<file path="config.mk">
export PLATFORM = sky130hd
export DESIGN_NAME = idivider_radix
export DESIGN_NICKNAME = d
export VERILOG_FILES = /design/src/rtl/idivider_pkg.sv /design/src/rtl/idivider_step.sv /design/src/rtl/idivider_radix.sv
export SDC_FILE = /design/constraint.sdc
export NUM_CORES = 1
export LEC_CHECK = 0
export BUFFER_PORTS_ARGS = -buffer_cell sky130_fd_sc_hd__buf_2
export CORE_MARGIN = 2
export CORE_UTILIZATION = 30
export CTS_CLUSTER_DIAMETER = 50
export DETAILED_ROUTE_END_ITERATION = 6
export SLEW_MARGIN = 20
export SYNTH_ARGS = -nofsm -noshare
export SYNTH_HDL_FRONTEND = slang
export SYNTH_SLANG_ARGS = --single-unit
</file>
<file path="constraint.sdc">
create_clock -name clk -period 3.65 [get_ports clk]
set_input_delay 1.095 -clock clk [delete_from_list [all_inputs] [get_ports clk]]
set_output_delay 1.095 -clock clk [all_outputs]
set_load 0.05 [all_outputs]
</file>
<file path="src/rtl/idivider_pkg.sv">
// rtl/idivider_pkg.sv - shared types and sizing helpers for the radix-2^k integer divider
package idivider_pkg;

    typedef enum logic [1:0] {
        ST_IDLE = 2'd0,
        ST_CALC = 2'd1,
        ST_SIGN = 2'd2
    } idiv_state_t;

    // Number of CALC cycles needed to retire all quotient bits.
    function automatic int iter_of(input int data_width, input int bits_per_cycle);
        return data_width / bits_per_cycle;
    endfunction

    // The counter must be able to hold ITER itself (early termination may start there).
    function automatic int count_width_of(input int iter);
        return (iter < 2) ? 1 : $clog2(iter + 1);
    endfunction

    function automatic bit bpc_legal(input int data_width, input int bits_per_cycle);
        return ((bits_per_cycle == 1) || (bits_per_cycle == 2) || (bits_per_cycle == 4)) &&
               ((data_width % bits_per_cycle) == 0);
    endfunction

endpackage

</file>
<file path="src/rtl/idivider_step.sv">
// rtl/idivider_step.sv - one combinational restoring-division step
module idivider_step
    import idivider_pkg::*;
#(
    parameter int DATA_WIDTH = 32
) (
    input  logic [DATA_WIDTH-1:0] remainder,
    input  logic                  quotient_msb,
    input  logic [DATA_WIDTH-1:0] divisor,
    output logic [DATA_WIDTH-1:0] remainder_next,
    output logic                  quotient_bit
);

    logic [DATA_WIDTH:0]   shifted;
    logic [DATA_WIDTH+1:0] trial;

    assign shifted = {remainder, quotient_msb};
    assign trial   = {1'b0, shifted} - {2'b00, divisor};

    // A clear borrow means the divisor fit; the difference is then below the divisor.
    assign quotient_bit   = ~trial[DATA_WIDTH+1];
    assign remainder_next = quotient_bit ? DATA_WIDTH'(trial) : DATA_WIDTH'(shifted);

endmodule

</file>
<file path="src/rtl/idivider_radix.sv">
// rtl/idivider_radix.sv - multicycle signed/unsigned divider, optional IDIVIDER_EARLY_TERM_EN
module idivider_radix
    import idivider_pkg::*;
#(
    parameter int DATA_WIDTH     = 32,
    parameter int BITS_PER_CYCLE = 1
) (
    input  logic                  clk,
    input  logic                  reset_n,
    input  logic [DATA_WIDTH-1:0] a,
    input  logic [DATA_WIDTH-1:0] b,
    input  logic                  is_signed,
    input  logic                  start,
    input  logic                  abort,
    output logic                  busy,
    output logic [DATA_WIDTH-1:0] y_quotient,
    output logic [DATA_WIDTH-1:0] y_remainder,
    output logic                  done
);

    localparam int ITER = iter_of(DATA_WIDTH, BITS_PER_CYCLE);
    localparam int CW   = count_width_of(ITER);
    localparam logic [CW-1:0]         LAST_COUNT = CW'(ITER - 1);
    localparam logic [DATA_WIDTH-1:0] ALL_ONES   = '1;
    localparam logic [DATA_WIDTH-1:0] SIGNED_MIN = {1'b1, {(DATA_WIDTH-1){1'b0}}};

    if (!bpc_legal(DATA_WIDTH, BITS_PER_CYCLE)) begin : g_bad_cfg
        $error("idivider_radix: illegal BITS_PER_CYCLE / DATA_WIDTH combination");
    end

    idiv_state_t state, next_state;

    logic [DATA_WIDTH-1:0] quotient_sr;
    logic [DATA_WIDTH-1:0] remainder;
    logic [DATA_WIDTH-1:0] divisor_r;
    logic [CW-1:0]         count;
    logic                  dividend_neg;
    logic                  divisor_neg;

    logic                  a_neg, b_neg;
    logic [DATA_WIDTH-1:0] abs_a, abs_b;
    logic                  div_zero, signed_ovf, special;
    logic                  accept;
    logic [CW-1:0]         start_count;
    logic [DATA_WIDTH-1:0] start_qsr;
    logic                  early_zero;

    logic                  load, special_done, calc_en, finish;

    always_comb begin
        a_neg      = is_signed & a[DATA_WIDTH-1];
        b_neg      = is_signed & b[DATA_WIDTH-1];
        abs_a      = a_neg ? -a : a;
        abs_b      = b_neg ? -b : b;
        div_zero   = (b == '0);
        signed_ovf = is_signed && (a == SIGNED_MIN) && (b == ALL_ONES);
        special    = div_zero || signed_ovf;
        accept     = (state == ST_IDLE) && start && !abort;
    end

`ifdef IDIVIDER_EARLY_TERM_EN
    localparam int LZW      = $clog2(DATA_WIDTH + 1);
    localparam int BPC_LOG2 = $clog2(BITS_PER_CYCLE);
    localparam logic [CW-1:0] ITER_COUNT = CW'(ITER);

    logic [LZW-1:0] lz;
    logic [LZW-1:0] lz_aligned;
    logic           lz_found;

    // Leading zeros of |a| are quotient bits known to be zero; skip whole cycles of them.
    always_comb begin
        lz       = '0;
        lz_found = 1'b0;
        for (int i = DATA_WIDTH - 1; i >= 0; i--) begin
            if (!lz_found) begin
                if (abs_a[i]) begin
                    lz_found = 1'b1;
                end else begin
                    lz = lz + 1'b1;
                end
            end
        end
        lz_aligned  = (lz >> BPC_LOG2) << BPC_LOG2;
        start_count = CW'(lz >> BPC_LOG2);
        start_qsr   = abs_a << lz_aligned;
        early_zero  = (start_count == ITER_COUNT);
    end
`else
    always_comb begin
        start_count = '0;
        start_qsr   = abs_a;
        early_zero  = 1'b0;
    end
`endif

    always_ff @(posedge clk or negedge reset_n) begin
        if (!reset_n) begin
            state <= ST_IDLE;
        end else begin
            state <= next_state;
        end
    end

    always_comb begin
        next_state = state;
        case (state)
            ST_IDLE: begin
                if (accept && !special) begin
                    next_state = early_zero ? ST_SIGN : ST_CALC;
                end
            end
            ST_CALC: begin
                if (abort) begin
                    next_state = ST_IDLE;
                end else if (count == LAST_COUNT) begin
                    next_state = ST_SIGN;
                end
            end
            ST_SIGN: next_state = ST_IDLE;
            default: next_state = ST_IDLE;
        endcase
    end

    always_comb begin
        busy         = (state != ST_IDLE);
        load         = accept && !special;
        special_done = accept && special;
        calc_en      = (state == ST_CALC) && !abort;
        finish       = (state == ST_SIGN) && !abort;
    end

    // Restoring step chain: each stage consumes one quotient MSB and yields one quotient bit.
    for (genvar g = 0; g < BITS_PER_CYCLE; g++) begin : g_step
        logic [DATA_WIDTH-1:0] rem_in, qsr_in, rem_out, qsr_out;
        logic                  q_bit;

        if (g == 0) begin : g_first
            assign rem_in = remainder;
            assign qsr_in = quotient_sr;
        end else begin : g_next
            assign rem_in = g_step[g-1].rem_out;
            assign qsr_in = g_step[g-1].qsr_out;
        end

        idivider_step #(.DATA_WIDTH(DATA_WIDTH)) u_step (
            .remainder      (rem_in),
            .quotient_msb   (qsr_in[DATA_WIDTH-1]),
            .divisor        (divisor_r),
            .remainder_next (rem_out),
            .quotient_bit   (q_bit)
        );

        assign qsr_out = {qsr_in[DATA_WIDTH-2:0], q_bit};
    end

    always_ff @(posedge clk or negedge reset_n) begin
        if (!reset_n) begin
            quotient_sr  <= '0;
            remainder    <= '0;
            divisor_r    <= '0;
            count        <= '0;
            dividend_neg <= 1'b0;
            divisor_neg  <= 1'b0;
            y_quotient   <= '0;
            y_remainder  <= '0;
            done         <= 1'b0;
        end else begin
            done <= 1'b0;
            if (accept) begin
                dividend_neg <= a_neg;
                divisor_neg  <= b_neg;
            end
            if (special_done) begin
                y_quotient  <= div_zero ? ALL_ONES : SIGNED_MIN;
                y_remainder <= div_zero ? a : '0;
                done        <= 1'b1;
            end
            if (load) begin
                quotient_sr <= start_qsr;
                divisor_r   <= abs_b;
                remainder   <= '0;
                count       <= start_count;
            end
            if (calc_en) begin
                quotient_sr <= g_step[BITS_PER_CYCLE-1].qsr_out;
                remainder   <= g_step[BITS_PER_CYCLE-1].rem_out;
                count       <= count + 1'b1;
            end
            if (finish) begin
                y_quotient  <= (dividend_neg ^ divisor_neg) ? -quotient_sr : quotient_sr;
                y_remainder <= dividend_neg ? -remainder : remainder;
                done        <= 1'b1;
            end
        end
    end

endmodule

</file>
== Word-level counts from Yosys, hierarchy flattened ==
Index checks and enable logic that the tools add are counted.
Word-level totals
  register bits after elaboration: 171
  input bits: 69
  output and inout port bits: 66
  word-level logic and storage cells: 67
Cells by class
  add/sub/neg operators: 6
  equal/unequal tests: 7
  muxes and demuxes: 23
  bitwise logic cells: 4
  reductions and logical operators: 17
Operators by type and width (count)
  2-to-1 mux 32 bit: 14
  negation 32 bit: 4
  equality test 32 bit, second input constant: 2
  subtractor 33 x 32 -> 34 bit: 1
  zero test 32 bit: 1
  2-to-1 mux 31 bit: 1
  2-to-1 mux 6 bit: 2
  logical AND 1 bit: 8
  adder 6 x 1 -> 6 bit, second input constant: 1
  equality test 6 x 5 -> 1 bit, second input constant: 1
  2-to-1 mux 2 bit: 3
  nonzero test 2 bit: 3
  one-hot mux 2 bit (2 select lines): 1
  != test 3 bit, second input constant: 1
  AND 1 bit: 2
  equality test 2 x 1 -> 1 bit, second input constant: 1
  equality test 2 bit, second input constant: 1
  zero test 1 bit: 2
  zero test 2 bit: 1
  2-to-1 mux 1 bit: 2
  != test 2 bit, second input constant: 1
  AND reduction 2 bit: 1
  logical OR 1 bit: 1
  NOT 1 bit: 1
  XOR 1 bit: 1

== Longest topological paths before layout ==
  depth after elaboration: 8
  gate-level depth with buffers: 14
  mapped depth without buffers: 12

== Cells and area by module ==
Synthesis repeated with hierarchy kept, for this count alone.
Unflattened totals
  cells, all modules: 1447
  area total of the unflattened synthesis: 12318.1 um^2
By module, submodules not included
  idivider_radix: instances 1, cells each 1074, area each 9888.2 um^2, sequential area each 4279.1 um^2
  idivider_step: instances 1, cells each 373, area each 2429.8 um^2, sequential area each 0.0 um^2

== Worst setup path after synthesis ==
Ideal clock, no wire load.
  path kind: input port to flip-flop
  start point: input a[22]
  end point: register quotient_sr[15], in the netlist g_step[0].qsr_in[15]
  setup time: 0.126 ns
  arrival time: 3.328 ns
  required time: 3.524 ns
  slack: 0.196 ns
  stages: 9
  buffers on the path: 2
  path through: or4_1 -> or3_1 -> or3_1 -> o32ai_2 -> or2_1 -> buf_4 -> buf_4 -> nor2_1 -> a221o_1
On the way
  word-level cells in the longest chain between the ends: 7
RTL lines
  from (decl): line idivider_radix.sv:10  | input logic [DATA_WIDTH-1:0] a,
  equality test 32 bit: line idivider_radix.sv:56  | signed_ovf = is_signed && (a == SIGNED_MIN) && (b == ALL_ONES);
  logical AND 1 bit (2 in series): line idivider_radix.sv:56
  logical OR 1 bit: line idivider_radix.sv:57  | special = div_zero || signed_ovf;
  zero test 1 bit: line idivider_radix.sv:126  | load = accept && !special;
  logical AND 1 bit: line idivider_radix.sv:126
  nonzero test 2 bit (no source line)
  to (signal assigned): line idivider_radix.sv:179  | quotient_sr <= start_qsr;
  to (signal assigned): line idivider_radix.sv:185  | quotient_sr <= g_step[BITS_PER_CYCLE-1].qsr_out;
  to (decl): line idivider_radix.sv:33  | logic [DATA_WIDTH-1:0] quotient_sr;
No other way between the ends.
A chain may end at the register's enable or synchronous reset.

== Worst setup path in the final report ==
  start point: register remainder[8], in the netlist g_step[0].rem_in[8]
  end point: register remainder[13], in the netlist g_step[0].rem_in[13]
On the way
  word-level cells in the longest chain between the ends: 3
RTL lines
  from (decl): line idivider_radix.sv:34  | logic [DATA_WIDTH-1:0] remainder;
  from (signal assigned): line idivider_radix.sv:186  | remainder <= g_step[BITS_PER_CYCLE-1].rem_out;
  subtractor 33 x 32 -> 34 bit: line idivider_step.sv:18  | assign trial = {1'b0, shifted} - {2'b00, divisor};
  2-to-1 mux 32 bit: line idivider_step.sv:22  | assign remainder_next = quotient_bit ? DATA_WIDTH'(trial) : DATA_WIDTH'(shifted);
  2-to-1 mux 32 bit: line idivider_radix.sv:184  | if (calc_en) begin
No other way between the ends.

==> results_dict.tcl <==
set metrics [dict create \
    arrival_ns 3.62 \
    clock-sinks 171 \
    first_global_vias 9678 \
    vias 10200 \
    synth_top_family_by_area "compound AO/OA/AOI/OAI gates" \
    syn_inst 1298 \
    area_growth_pct 20.2 \
    grt_antenna_before_repair 0 \
    cts_tree "done" \
    core_um2 37500 \
    path_class "reg -> reg" \
    htreeDepth 4 \
    syn_avg_cell_area_um2 8.77 \
    slew_headroom_pct 45.0 \
    path_clk_slew_ns 0.07 \
    final_util_pct 36.5 \
    synthXorXnorAreaFrac_pct 11.2 \
    start_kind "register" \
    synth_area_um2 11400 \
    grt_max_degree 65 \
    synth_warnings 0 \
    port_buffers 134 \
    ys_seq_area_share_pct 37.6 \
    cts_made_buffers 17 \
    max_freq_ghz 0.301 \
    overflow 0 \
    cts_hold_buffers 0 \
    die_width_um 199 \
    die-area_um2 39500 \
    root_buffer "clkbuf_16" \
    drt_iter0_markers 686 \
    wl_per_cell_um 17.0 \
    power_mw 5.76 \
    dp_hpwl_um 26200 \
    via_per_inst 5.17 \
    hold_viol 0 \
    status "finished, final reports clean" \
    cts_setup_buffers 0 \
    grt_pass1_wl_um 53400 \
    post_synth_num_cell_types 67 \
    wirelength_um 33500 \
    period_needed_ns 3.33 \
    syn_nets 1406 \
    synth-edff-count 0 \
    grt_usage_pct 17.1 \
    initial_core_util_pct 30.4 \
    ant_nets 0 \
    crit_fanout 27 \
    drc 0 \
    p_per_area_nw_per_um2 421 \
    place_congestion 0.819 \
    drv_slew 0 \
    worstPathRequired_ns 3.94 \
    rows 71 \
    irDropWorstVdd_uv 233 \
    layout-drive-gt1-share_pct 17.7 \
    worst_clock_skew_ns 0.0115 \
    p_leak_nw 6.27 \
    synth-seq-cells 171 \
    synth_mux_area_share_pct 2.03 \
    critPathCaptureType "register" \
    ioPinCount 135 \
    nets 1557 \
    synth_compound_area_share_pct 23.3 \
    synth_fa_ha_area_share_pct 4.35 \
    cts.repair.resized 0 \
    first_pass_iters 5 \
    die_h_um 199 \
    setup_viol 0 \
    min_period_over_period_pct 91.1 \
    async_reset_ff_share_pct 100 \
    clock_latency_ns 0.43 \
    grt_setup_unrepaired "false" \
    tightest_slew_ns 0.815 \
    clock_path_buffers 2 \
    synth_flop_cell "dfrtp_1" \
    hp-class "reg -> reg" \
    synthSimpleGateAreaFrac_pct 16.4 \
    max_cap_violations 0 \
]
-- placed cells by master (no fill, tap or decap), drive strengths merged, types with 13 or more instances in the layout --
master and count:
clkbuf 19, buf 208, or3 13, o31ai 28
a221o 55, xor2 84, nand3 22, inv 58
nor4 14, a21oi 74, o21ai 123, nor2 125
xnor2 62, mux2i 22, a31oi 16, dfrtp 171
a21o 15, nor3 18, nand4 16, nand2 128
a22oi 20, ha 38
-- logic make-up after synthesis --
group | Yosys count
buffers and inverters | 128
multiplexers | 23
AND/OR/NAND/NOR | 397
AO/OA/AOI/OAI | 394
flip-flops | 171
adder cells (fa/ha/maj) | 39
XOR/XNOR | 146
-- layer usage --
metal  track usage (%)  wire length, um  vias up  share of wire, %
met4              4.67              538        0               1.6
met2              26.9            15200      248                45
li1                  -                -     5024                 -
met5                 0                0        -                 0
met3              2.00             1420       34               4.2
met1              24.6            16300     4891                49
-- worst paths after layout --
check	start	end	slack [ns]	cells past startpoint
worst max register to register	g_step[0].rem_in[8]	g_step[0].rem_in[13]	0.32	11
worst max-delay path	g_step[0].rem_in[8]	g_step[0].rem_in[13]	0.32	11
worst min-delay path	y_remainder[19]	y_remainder[19]	0.47	2
min in group asynchronous	reset_n	y_quotient[27]	0.65	1
max in group asynchronous	reset_n	y_quotient[1]	2.10	2
worst min register to register	y_remainder[19]	y_remainder[19]	0.47	2
-- per-stage QoR --
stage	worst slack (ns)	setup TNS (ns)	cell area, um2	hold slack, ns	instances
after floorplan	0.196	0	11400	0.450	1298
after global placement	-0.0307	-0.465	13100	0.464	1941
after detailed placement	-0.0448	-0.884	13100	0.466	1941
after CTS	0.352	0	13700	0.481	1973
after global routing	0.116	0	13700	0.502	1973
final	0.324	0	13700	0.472	1974
-- state kept, by name (all words and copies together), names as in the netlist --
register       cells
g_step.rem_in     32
count              6
dividend_neg       1
y_remainder       32
y_quotient        32
g_step.qsr_in     32
done               1
divisor_neg        1
state              2
divisor_r         32
-- cell type report --
class	instances	area [um2]
clock inverters	13	176
diodes	1	2.50
flip-flops and latches	171	4280
well taps	511	639
multi-input cells	999	6560
repair buffers	208	1380
inverters	52	195
clock buffers	19	443
fillers	3843	23800
-- critical path: stages (launching register included) --
cell	delay [ns]
dfrtp_1	0.49
ha_1	0.46
and3_1	0.23
and4_1	0.23
and2b_1	0.14
a211oi_2	0.06
a211o_1	0.34
a311oi_2	0.42
a211o_1	0.25
buf_12	0.22
mux2i_1	0.24
o21ai_0	0.10
-- power by group --
part | total, mW | leakage (nW) | switching, mW | internal (mW)
Sequential | 2.30 | 2.25 | 0.212 | 2.09
Combinational | 1.53 | 3.72 | 0.886 | 0.639
Clock | 1.93 | 0.300 | 0.820 | 1.11
Total | 5.76 | 6.27 | 1.92 | 3.84
-- synthesized netlist by cell type (20+ instances only) --
cell type | n | area [um2]
clkbuf_1 | 45 | 169
mux2i_1 | 22 | 220
nand2_1 | 128 | 480
nor2_1 | 125 | 469
dfrtp_1 | 171 | 4280
o21ai_0 | 104 | 521
o31ai_1 | 28 | 210
xor2_1 | 84 | 736
a22oi_1 | 20 | 150
a221o_1 | 55 | 551
xnor2_1 | 62 | 543
ha_1 | 38 | 475
a21oi_1 | 74 | 370
inv_1 | 52 | 195
nand3_1 | 22 | 110
Note: power is estimated with default switching activity, not from simulation.
